$ cat src/rtl/turn_signal_sequencer.sv
// Tail-light sequencer: a divided step tick drives a left/right/hazard FSM whose
// step counter is rendered as a sequential or flash lamp pattern, with a brake
// overlay and a count of completed pattern periods.
module turn_signal_sequencer #(
    parameter int LAMPS    = 3,
    parameter int TICK_DIV = 2_000_000
) (
    input  logic             clock,
    input  logic             reset,
    input  logic             left_req,
    input  logic             right_req,
    input  logic             hazard_req,
    input  logic             brake,
    input  logic             mode,
    output logic [LAMPS-1:0] lamp_l,
    output logic [LAMPS-1:0] lamp_r,
    output logic [2:0]       state_code,
    output logic [3:0]       seq_count
);

    localparam int DIV_W = (TICK_DIV > 1) ? $clog2(TICK_DIV) : 1;
    localparam logic [DIV_W-1:0] DIV_LAST = DIV_W'(TICK_DIV - 1);
    localparam logic [3:0] LAST_SEQ = 4'(LAMPS);
    localparam logic [LAMPS-1:0] ALL_ON = {LAMPS{1'b1}};

    typedef enum logic [1:0] {
        IDLE   = 2'd0,
        LEFT   = 2'd1,
        RIGHT  = 2'd2,
        HAZARD = 2'd3
    } state_t;

    logic [DIV_W-1:0] divCount_q;
    logic             tick;
    state_t           state_q, state_d, reqState;
    logic [3:0]       step_q, step_d;
    logic             mode_q, mode_d;
    logic [3:0]       seqCount_q, seqCount_d;
    logic [3:0]       lastStep;
    logic [LAMPS-1:0] activePat;
    logic [LAMPS-1:0] lampL_q, lampL_d;
    logic [LAMPS-1:0] lampR_q, lampR_d;
    logic [1:0]       stateCode_q;

    assign tick = (divCount_q == DIV_LAST);

    // Free-running step divider producing a one-cycle tick every TICK_DIV cycles.
    always_ff @(posedge clock) begin
        if (reset) begin
            divCount_q <= '0;
        end else if (tick) begin
            divCount_q <= '0;
        end else begin
            divCount_q <= divCount_q + DIV_W'(1);
        end
    end

    // State, step, latched pattern mode and period counter advance only on ticks.
    always_ff @(posedge clock) begin
        if (reset) begin
            state_q    <= IDLE;
            step_q     <= '0;
            mode_q     <= 1'b0;
            seqCount_q <= '0;
        end else begin
            state_q    <= state_d;
            step_q     <= step_d;
            mode_q     <= mode_d;
            seqCount_q <= seqCount_d;
        end
    end

    // Request priority decode and step/period bookkeeping for the next tick.
    always_comb begin
        state_d    = state_q;
        step_d     = step_q;
        mode_d     = mode_q;
        seqCount_d = seqCount_q;

        if (hazard_req || (left_req && right_req)) begin
            reqState = HAZARD;
        end else if (left_req) begin
            reqState = LEFT;
        end else if (right_req) begin
            reqState = RIGHT;
        end else begin
            reqState = IDLE;
        end

        lastStep = (state_q == HAZARD || mode_q) ? 4'd1 : LAST_SEQ;

        if (tick) begin
            state_d = reqState;
            mode_d  = mode;
            if (reqState == IDLE) begin
                step_d = 4'd0;
            end else if (reqState != state_q) begin
                step_d = 4'd1;
            end else if (reqState != HAZARD && mode != mode_q) begin
                step_d = 4'd1;
            end else if (step_q == lastStep) begin
                step_d     = 4'd0;
                seqCount_d = seqCount_q + 4'd1;
            end else begin
                step_d = step_q + 4'd1;
            end
        end
    end

    // Lamp image for the current state and step, with the brake overlay applied.
    always_comb begin
        activePat = '0;
        lampL_d   = '0;
        lampR_d   = '0;

        if (state_q == HAZARD || mode_q) begin
            activePat = (step_q == 4'd1) ? ALL_ON : '0;
        end else begin
            for (int i = 0; i < LAMPS; i++) begin
                activePat[i] = (4'(i) < step_q);
            end
        end

        case (state_q)
            IDLE: begin
                lampL_d = brake ? ALL_ON : '0;
                lampR_d = brake ? ALL_ON : '0;
            end
            LEFT: begin
                lampL_d = activePat;
                lampR_d = brake ? ALL_ON : '0;
            end
            RIGHT: begin
                lampL_d = brake ? ALL_ON : '0;
                lampR_d = activePat;
            end
            default: begin
                lampL_d = activePat;
                lampR_d = activePat;
            end
        endcase
    end

    // Registered lamp and state-code outputs, one cycle behind the state register.
    always_ff @(posedge clock) begin
        if (reset) begin
            lampL_q     <= '0;
            lampR_q     <= '0;
            stateCode_q <= 2'd0;
        end else begin
            lampL_q     <= lampL_d;
            lampR_q     <= lampR_d;
            stateCode_q <= state_q;
        end
    end

    assign lamp_l     = lampL_q;
    assign lamp_r     = lampR_q;
    assign state_code = {1'b0, stateCode_q};
    assign seq_count  = seqCount_q;

endmodule

$ cat config.mk
export PLATFORM = sky130hd
export DESIGN_NAME = turn_signal_sequencer
export DESIGN_NICKNAME = d
export VERILOG_FILES = /design/src/rtl/turn_signal_sequencer.sv
export SDC_FILE = /design/constraint.sdc
export NUM_CORES = 1
export LEC_CHECK = 0
export BUFFER_PORTS_ARGS = -buffer_cell sky130_fd_sc_hd__buf_2
export CAP_MARGIN = 20
export CORE_ASPECT_RATIO = 0.9
export CORE_MARGIN = 4
export CORE_UTILIZATION = 28
export DETAILED_ROUTE_END_ITERATION = 16
export HOLD_SLACK_MARGIN = 0.06
export PLACE_DENSITY = 0.52
export SLEW_MARGIN = 25
export SYNTH_ARGS = -nofsm -noshare
export SYNTH_HDL_FRONTEND = slang
export SYNTH_SLANG_ARGS = --single-unit
$ cat constraint.sdc
create_clock -name clock -period 4.2 [get_ports clock]
set_input_delay 0.63 -clock clock [delete_from_list [all_inputs] [get_ports clock]]
set_output_delay 0.63 -clock clock [all_outputs]
set_load 0.01 [all_outputs]
* Word level (Yosys, flattened, before mapping)
Cells that the tools add are included.
** Word-level totals
- Register bits :: 40
- Latch bits :: 0
- Bits in writable memories :: 0
- Memory bits (read-only) :: 0
- Input bits :: 7
- Output and inout port bits :: 13
- Logic and storage cells :: 49
- Memories kept :: 0
** Cells by class
- Add/sub/neg operators :: 3
- Multiply operators :: 0
- Divide/modulo/power cells :: 0
- Magnitude comparators :: 3
- Eq/ne operators :: 9
- Shifts and indexed selects :: 0
- Multiplexer cells :: 13
- Bitwise operators :: 3
- Reduce and logical (&&, ||, !) cells :: 10
** Operators with widths (number)
- 21-bit by 1-bit adder with 21-bit output, second input constant :: 1
- 21-bit == test, second input constant :: 1
- 4-bit two-way mux :: 4
- 3-bit two-way mux :: 5
- 4-bit by 1-bit adder with 4-bit output, second input constant :: 2
- 1-bit by 4-bit < comparator with 1-bit output, first input constant :: 2
- 2-bit two-way mux :: 4
- 2-bit OR reduction :: 3
- 5-bit AND reduction :: 1
- 2-bit == test, second input constant :: 2
- 4-bit by 1-bit == test with 1-bit output, second input constant :: 1
- 4-bit by 2-bit == test with 1-bit output :: 1
- 2-bit logical NOT :: 2
- 2-bit by 4-bit < comparator with 1-bit output, first input constant :: 1
- 1-bit NOT :: 3
- 2-bit by 1-bit == test with 1-bit output, second input constant :: 1
- 1-bit logical AND :: 2
- 1-bit logical OR :: 2
- 2-bit != test :: 1
- 2-bit != test, second input constant :: 1
- 1-bit != test :: 1

* Logic depth before layout (Yosys ltp)
Gate-level depths: netlist of run 1.
- Depth in word-level cells :: 8
- Depth in mapped cells :: 6
- Depth with buffers taken out :: 6

* Least setup slack after synthesis of run 1
No wires, ideal clock.
- Path kind :: in2reg
- From :: in left_req
- To :: reg seqCount_q[2] (netlist: seq_count[2])
- Library setup time :: 0.123 ns
- Data arrival time :: 1.875 ns
- Data required time :: 4.077 ns
- Path slack :: 2.202 ns
- Stages on the path :: 5
- Buffers on the path :: 0
- Path through :: and4bb_1 a21oi_1 o32a_4 nor4_1 mux2_1
** Between the ends
- Cells in the longest elaborated chain, start to end :: 7
- Elaborated cells between the ends (all ways) :: 12
- Those cells by class :: eq/ne: 2; mux: 2; bitwise: 3; reduce/logical: 5
** RTL lines
- from (decl) :: line 10 : input logic left_req,
- 1-bit logical AND :: line 80 : if (hazard_req || (left_req && right_req)) begin
- 1-bit logical OR :: line 80
- 2-bit two-way mux * :: line 80
- 2-bit != test :: line 99 : end else if (reqState != HAZARD && mode != mode_q) begin
- 1-bit logical AND :: line 99
- 1-bit NOT (no line)
- 5-bit AND reduction (no line) *
- to (signal assigned) :: line 69 : seqCount_q <= seqCount_d;
- to (decl) :: line 38 : logic [3:0] seqCount_q, seqCount_d;
Mark *: on every way between the ends. The rest lies on a longest branch, timed or not.
A chain may end at the register's enable or synchronous reset.

* Worst setup path in the final report of run 1
- From :: reg divCount_q[15]
- To :: reg step_q[0]
** Between the ends
- Cells in the longest elaborated chain, start to end :: 1
** RTL lines
- from (decl) :: line 33 : logic [DIV_W-1:0] divCount_q;
- from (signal assigned) :: line 54 : divCount_q <= divCount_q + DIV_W'(1);
- 21-bit == test :: line 45 : assign tick = (divCount_q == DIV_LAST);
- to (signal assigned) :: line 67 : step_q <= step_d;
- to (decl) :: line 36 : logic [3:0] step_q, step_d;
Every way passes these cells.

==> flow_metrics.env, run 1 <==
export IMPL_cp_end_kind="flip-flop"
export IMPL_worstPathMaxFanout=20
export IMPL_avgSynthCellArea_um2=9.06
export IMPL_synth_xor_area_share=0.0994
export IMPL_ios=20
export IMPL_holdBufCountCts=0
export IMPL_tightest_slew_ps=656
export IMPL_synth_area_mux_share=0.0116
export IMPL_rsz0062_at_grt="no"
export IMPL_h_tree_depth=2
export IMPL_syn_nets=225
export IMPL_wl_um=3840
export IMPL_swShare=0.214
export IMPL_track_usage=0.103
export IMPL_final_common_cell="dfxtp_1"
export IMPL_worstPathArrival_ps=2290
export IMPL_wl_met1_um=1950
export IMPL_p_int_w=0.000571
export IMPL_antenna_found_initial=0
export IMPL_design_area_um2=2200
export IMPL_p_leak_nw=0.824
export IMPL_synth_main_ff_cell="dfxtp_1"
export IMPL_die_area_um2=8320
export IMPL_grt_pass1_wl_um=6870
export IMPL_finalPower_w=0.000726
export IMPL_dr_wl_met2_um=1680
export IMPL_yosysUniqueCellTypes=46
export IMPL_p_per_area_nw_per_um2=330
export IMPL_cts_made_buffers=5
export IMPL_syn_inst=214
export IMPL_utilization=0.331
export IMPL_maxSlewHeadroom=0.563
export IMPL_worstSetupPathType="flip-flop to flip-flop"
export IMPL_finalSetupTns_ps=0
export IMPL_drtIter0Drc=60
export IMPL_layout_drive_gt1_share=0.163
export IMPL_clock_sinks=40
export IMPL_vias=1463
export IMPL_switching_power_w=0.000155
export IMPL_core_area_um2=6660
export IMPL_cp_start_kind="flip-flop"
export IMPL_path_clk_slew_ps=80
export IMPL_wl_met3_um=148
export IMPL_placed_cells=315
export IMPL_fin_cells=323
export IMPL_cp_required_ps=4340
export IMPL_first_global_vias=1435
export IMPL_wl_per_cell_um=11.9
export IMPL_num_antenna_cells=0
export IMPL_drt_pass1_iter_count=4
export IMPL_mostFrequentLayoutCells="dfxtp_1, nor2_1, buf_2"
export IMPL_placed_cell_area_um2=2090
export IMPL_reg2reg_slack_ps=2050
export IMPL_period_share=0.512
export IMPL_synth_edff_count=0
export IMPL_portBuffers=18
export IMPL_setup_viol=0
export IMPL_finalHoldViolations=0
export IMPL_vdd_ir_drop_max_uv=164
export IMPL_p_seq_frac=0.534
export IMPL_synth_cell_area_um2=1940
export IMPL_grt_max_degree=21
export IMPL_drc=0
export IMPL_clock_latency_ps=290
export IMPL_ys_seq_area_frac=0.413
export IMPL_vias_per_cell=4.53
export IMPL_pwr_share_comb=0.039
export IMPL_p_clk_frac=0.427
export IMPL_initial_utilization=0.291
export IMPL_cts_root_buf="clkbuf_8"
export IMPL_ant_nets=0
export IMPL_period_needed_ps=2150
export IMPL_status="completed"
export IMPL_fmax_ghz=0.465
export IMPL_postSynthRegisterBits=40
export IMPL_yosys_area_share_simple=0.303
export IMPL_cts_buffer_depth=2
export IMPL_cts_repair_resized=0
export IMPL_highest_signal_layer="met4"
export IMPL_dpl_hpwl_um=2810
export IMPL_gp_congestion=0.761
export IMPL_synth_top_family_by_area="simple AND/OR/NAND/NOR gates"
export IMPL_drv_cap=0
export IMPL_post_cts_buffers=0
export IMPL_gr_total_overflow=0
export IMPL_maxSlewViolCount=0
export IMPL_hold_class="flip-flop to flip-flop"
export IMPL_synth_compound_area_share=0.105
export IMPL_synthArstFlopShare=0
export IMPL_rows=28
export IMPL_yosysWarnings=0
export IMPL_clock_skew_ps=6.35
export IMPL_die_h_um=86.9
export IMPL_nNetsFinal=243
export IMPL_synth_adder_area_share=0.0258
export IMPL_fp_dieW_um=95.7
export IMPL_area_growth_syn_to_layout_pct=13.6
export IMPL_cts_tree="built"
[cells by family (layout without fill, tap and decap cells)]
kind of cell    Yosys count  in the layout
xor+xnor                 22             22
compound gates           31             31
simple gates            100            100
flops                    40             40
fa+ha+maj                 4              4
mux                       2              2
buf+inv                  14             33
other cells               1              1
[cells in the mapped netlist (all sizes together), types with 2 or more instances]
cell | number | share of area
a21oi | 16 | 0.041
and2 | 4 | 0.013
and3 | 5 | 0.016
and4 | 6 | 0.028
and4bb | 2 | 0.013
buf | 5 | 0.017
clkbuf | 2 | 0.0090
dfxtp | 40 | 0.41
ha | 4 | 0.026
inv | 7 | 0.014
mux2 | 2 | 0.012
nand2 | 14 | 0.027
nand3 | 10 | 0.028
nand4 | 7 | 0.030
nor2 | 33 | 0.064
nor2b | 5 | 0.020
nor3 | 4 | 0.010
nor4 | 2 | 0.0065
nor4b | 2 | 0.020
o2111ai | 2 | 0.0090
o21ai | 3 | 0.0077
o21bai | 2 | 0.0077
o31ai | 2 | 0.0077
o32ai | 2 | 0.0090
or3 | 2 | 0.0071
xnor2 | 15 | 0.068
xor2 | 7 | 0.032
[power groups by stage]
stage	Sequential [W]	Clock (W)	Combinational, W
2_1_floorplan	0.000398	0	0.0000179
3_3_place_gp	0.000396	0	0.0000286
3_5_place_dp	0.000396	0	0.0000286
4_1_cts	0.000388	0.000322	0.0000288
5_1_grt	0.000388	0.000336	0.0000325
6_report	0.000388	0.000310	0.0000281
[layout make-up]
cell class | instances | area (um2)
fillers | 726 | 4460
multi-input cells | 160 | 1060
flip-flops and latches | 40 | 801
well taps | 90 | 113
repair buffers | 18 | 90.1
clock buffers | 5 | 68.8
clock inverters | 3 | 42.5
inverters | 7 | 26.3
[worst paths after layout]
check,startpoint,end,cells past startpoint
setup / recovery,divCount_q[15]$_SDFF_PP0_,step_q[0]$_SDFFE_PP0N_,5
hold reg to reg,divCount_q[0]$_SDFF_PP0_,divCount_q[0]$_SDFF_PP0_,1
hold / removal,divCount_q[0]$_SDFF_PP0_,divCount_q[0]$_SDFF_PP0_,1
setup reg to reg,divCount_q[15]$_SDFF_PP0_,step_q[0]$_SDFFE_PP0N_,5
[sequential cells by signal (all words and copies together), names as in the netlist]
signal / flops
seq_count: 4
state_q: 2
stateCode_q: 2
divCount_q: 21
lamp_l: 3
lamp_r: 3
step_q: 4
mode_q: 1
[critical path: stages, from the launching register on]
cell,delay [ps]
dfxtp_1,410
or4b_4,510
nor2b_4,150
nand4_4,130
or2b_1,610
o32ai_1,190
[stage by stage]
stage | hold WS, ps | setup slack, ps
6_report | 475 | 2050
5_1_grt | 504 | 1870
4_1_cts | 477 | 2010
3_5_place_dp | 457 | 1970
3_3_place_gp | 455 | 2000
2_1_floorplan | 426 | 2200
[metal layers]
layer | track usage | vias to the layer above
li1 | - | 781
met1 | 0.136 | 661
met2 | 0.162 | 17
met3 | 0.0311 | 4
met4 | 0.0310 | 0
met5 | 0 | -
(Power assumes the default switching activity.)
==> inputs of run 2 (changes only) <==
- clock period: 4.2 -> 2 ns (I/O delays scaled with it)
==> flow_metrics.env, run 2 (synthesis gave the netlist of run 1 again) <==
export IMPL_first_global_vias=1493
export IMPL_layout_drive_gt1_share=0.209
export IMPL_post_cts_buffers=0
export IMPL_final_common_cell="dfxtp_1"
export IMPL_finalHoldViolations=0
export IMPL_utilization=0.352
export IMPL_core_area_um2=6660
export IMPL_track_usage=0.103
export IMPL_die_h_um=86.9
export IMPL_mostFrequentLayoutCells="dfxtp_1, nor2_1, buf_2"
export IMPL_ios=20
export IMPL_fin_cells=334
export IMPL_cp_end_kind="flip-flop"
export IMPL_drt_pass1_iter_count=5
export IMPL_hold_class="input port to flip-flop"
export IMPL_fmax_ghz=0.538
export IMPL_clock_skew_ps=8.85
export IMPL_worstPathArrival_ps=2030
export IMPL_maxSlewViolCount=0
export IMPL_ant_nets=0
export IMPL_initial_utilization=0.291
export IMPL_portBuffers=18
export IMPL_antenna_found_initial=0
export IMPL_vias=1545
export IMPL_vdd_ir_drop_max_uv=313
export IMPL_rsz0062_at_grt="no"
export IMPL_cp_required_ps=2170
export IMPL_gr_total_overflow=0
export IMPL_period_share=0.929
export IMPL_fillers=701
export IMPL_drc=0
export IMPL_clock_latency_ps=290
export IMPL_path_clk_slew_ps=80
export IMPL_rows=28
export IMPL_cts_tree="built"
export IMPL_wl_per_cell_um=12.3
export IMPL_die_area_um2=8320
export IMPL_regMostFlops="divCount_q"
export IMPL_fp_dieW_um=95.7
export IMPL_worstSetupPathType="flip-flop to flip-flop"
export IMPL_nNetsFinal=254
export IMPL_gp_congestion=0.750
export IMPL_cts_buffer_depth=2
export IMPL_drv_cap=0
export IMPL_area_growth_syn_to_layout_pct=20.8
export IMPL_holdBufCountCts=0
export IMPL_drtIter0Drc=100
export IMPL_num_antenna_cells=0
export IMPL_worstPathMaxFanout=5
export IMPL_h_tree_depth=2
export IMPL_clock_sinks=40
export IMPL_p_per_area_nw_per_um2=685
export IMPL_wl_um=4100
export IMPL_cp_start_kind="flip-flop"
export IMPL_cts_made_buffers=5
export IMPL_grt_max_degree=21
export IMPL_vias_per_cell=4.63
export IMPL_largest_register_ffs=21
export IMPL_setup_viol=0
export IMPL_placed_cells=326
export IMPL_status="completed"
export IMPL_grt_pass1_wl_um=6840
export IMPL_period_needed_ps=1860
export IMPL_dpl_hpwl_um=2960
export IMPL_p_leak_nw=0.926
export IMPL_cts_root_buf="clkbuf_8"
[run 2: changes by cell type in the layout (fill, tap and decap cells not counted), moves of 2 or more]
cell / change
buf_4: +10
clkbuf_8: +2
nor4_1: -2
nor4_4: +2
[run 2: worst max-delay path: stages (launching register included)]
cell and delay (ps):
dfxtp_1 350, or4b_4 570, nor2b_4 150, nand4_4 160
nor4_4 170, mux2_1 340
[run 2: layout make-up]
class	instances	area, um2	area share
timing repair buffer	29	185	0.0791
tap	90	113	0.0481
sequential	40	801	0.342
clock buffer	7	96.3	0.0412
inverter	7	26.3	0.0112
multi-input combinational	160	1090	0.466
clock inverter	1	30.0	0.0128
[run 2: through the flow]
stage          area (um2)  TNS, ps  setup WS (ps)  hold WS [ps]  total power (W)
6_report             2340        0            142           269          0.00160
3_5_place_dp         2180    -23.2          -23.2           459         0.000898
5_1_grt              2340        0           7.19           282          0.00167
4_1_cts              2320    -4.98          -4.98           263          0.00163
3_3_place_gp         2180        0           53.1           444         0.000898
2_1_floorplan        1940        0            112           426         0.000873
[run 2: routing by layer]
layer	GRT usage	vias to the layer above	routed length (um)
met3	0.0311	2	197
met5	0	-	0
met1	0.136	708	2010
met2	0.167	30	1860
met4	0.0233	0	24
li1	-	805	-
[run 2: final timing paths]
path | startpoint | to | slack (ps) | cells past startpoint
setup / recovery | divCount_q[12]$_SDFF_PP0_ | seq_count[3]$_SDFFE_PP0P_ | 140 | 5
setup reg to reg | divCount_q[12]$_SDFF_PP0_ | seq_count[3]$_SDFFE_PP0P_ | 140 | 5
hold reg to reg | divCount_q[0]$_SDFF_PP0_ | divCount_q[0]$_SDFF_PP0_ | 470 | 1
hold / removal | mode | mode_q$_SDFFE_PP0N_ | 270 | 3
[run 2: repair_timing]
action,in CTS,in global routing
gates resized for setup,2,2
pin swaps,0,2
setup endpoints to repair,2,2
[run 2: report_power, final]
part	internal (W)	total [W]	switching, W
registers	0.000807	0.000813	0.00000611
logic	0.0000267	0.0000660	0.0000393
clock network	0.000441	0.000725	0.000284
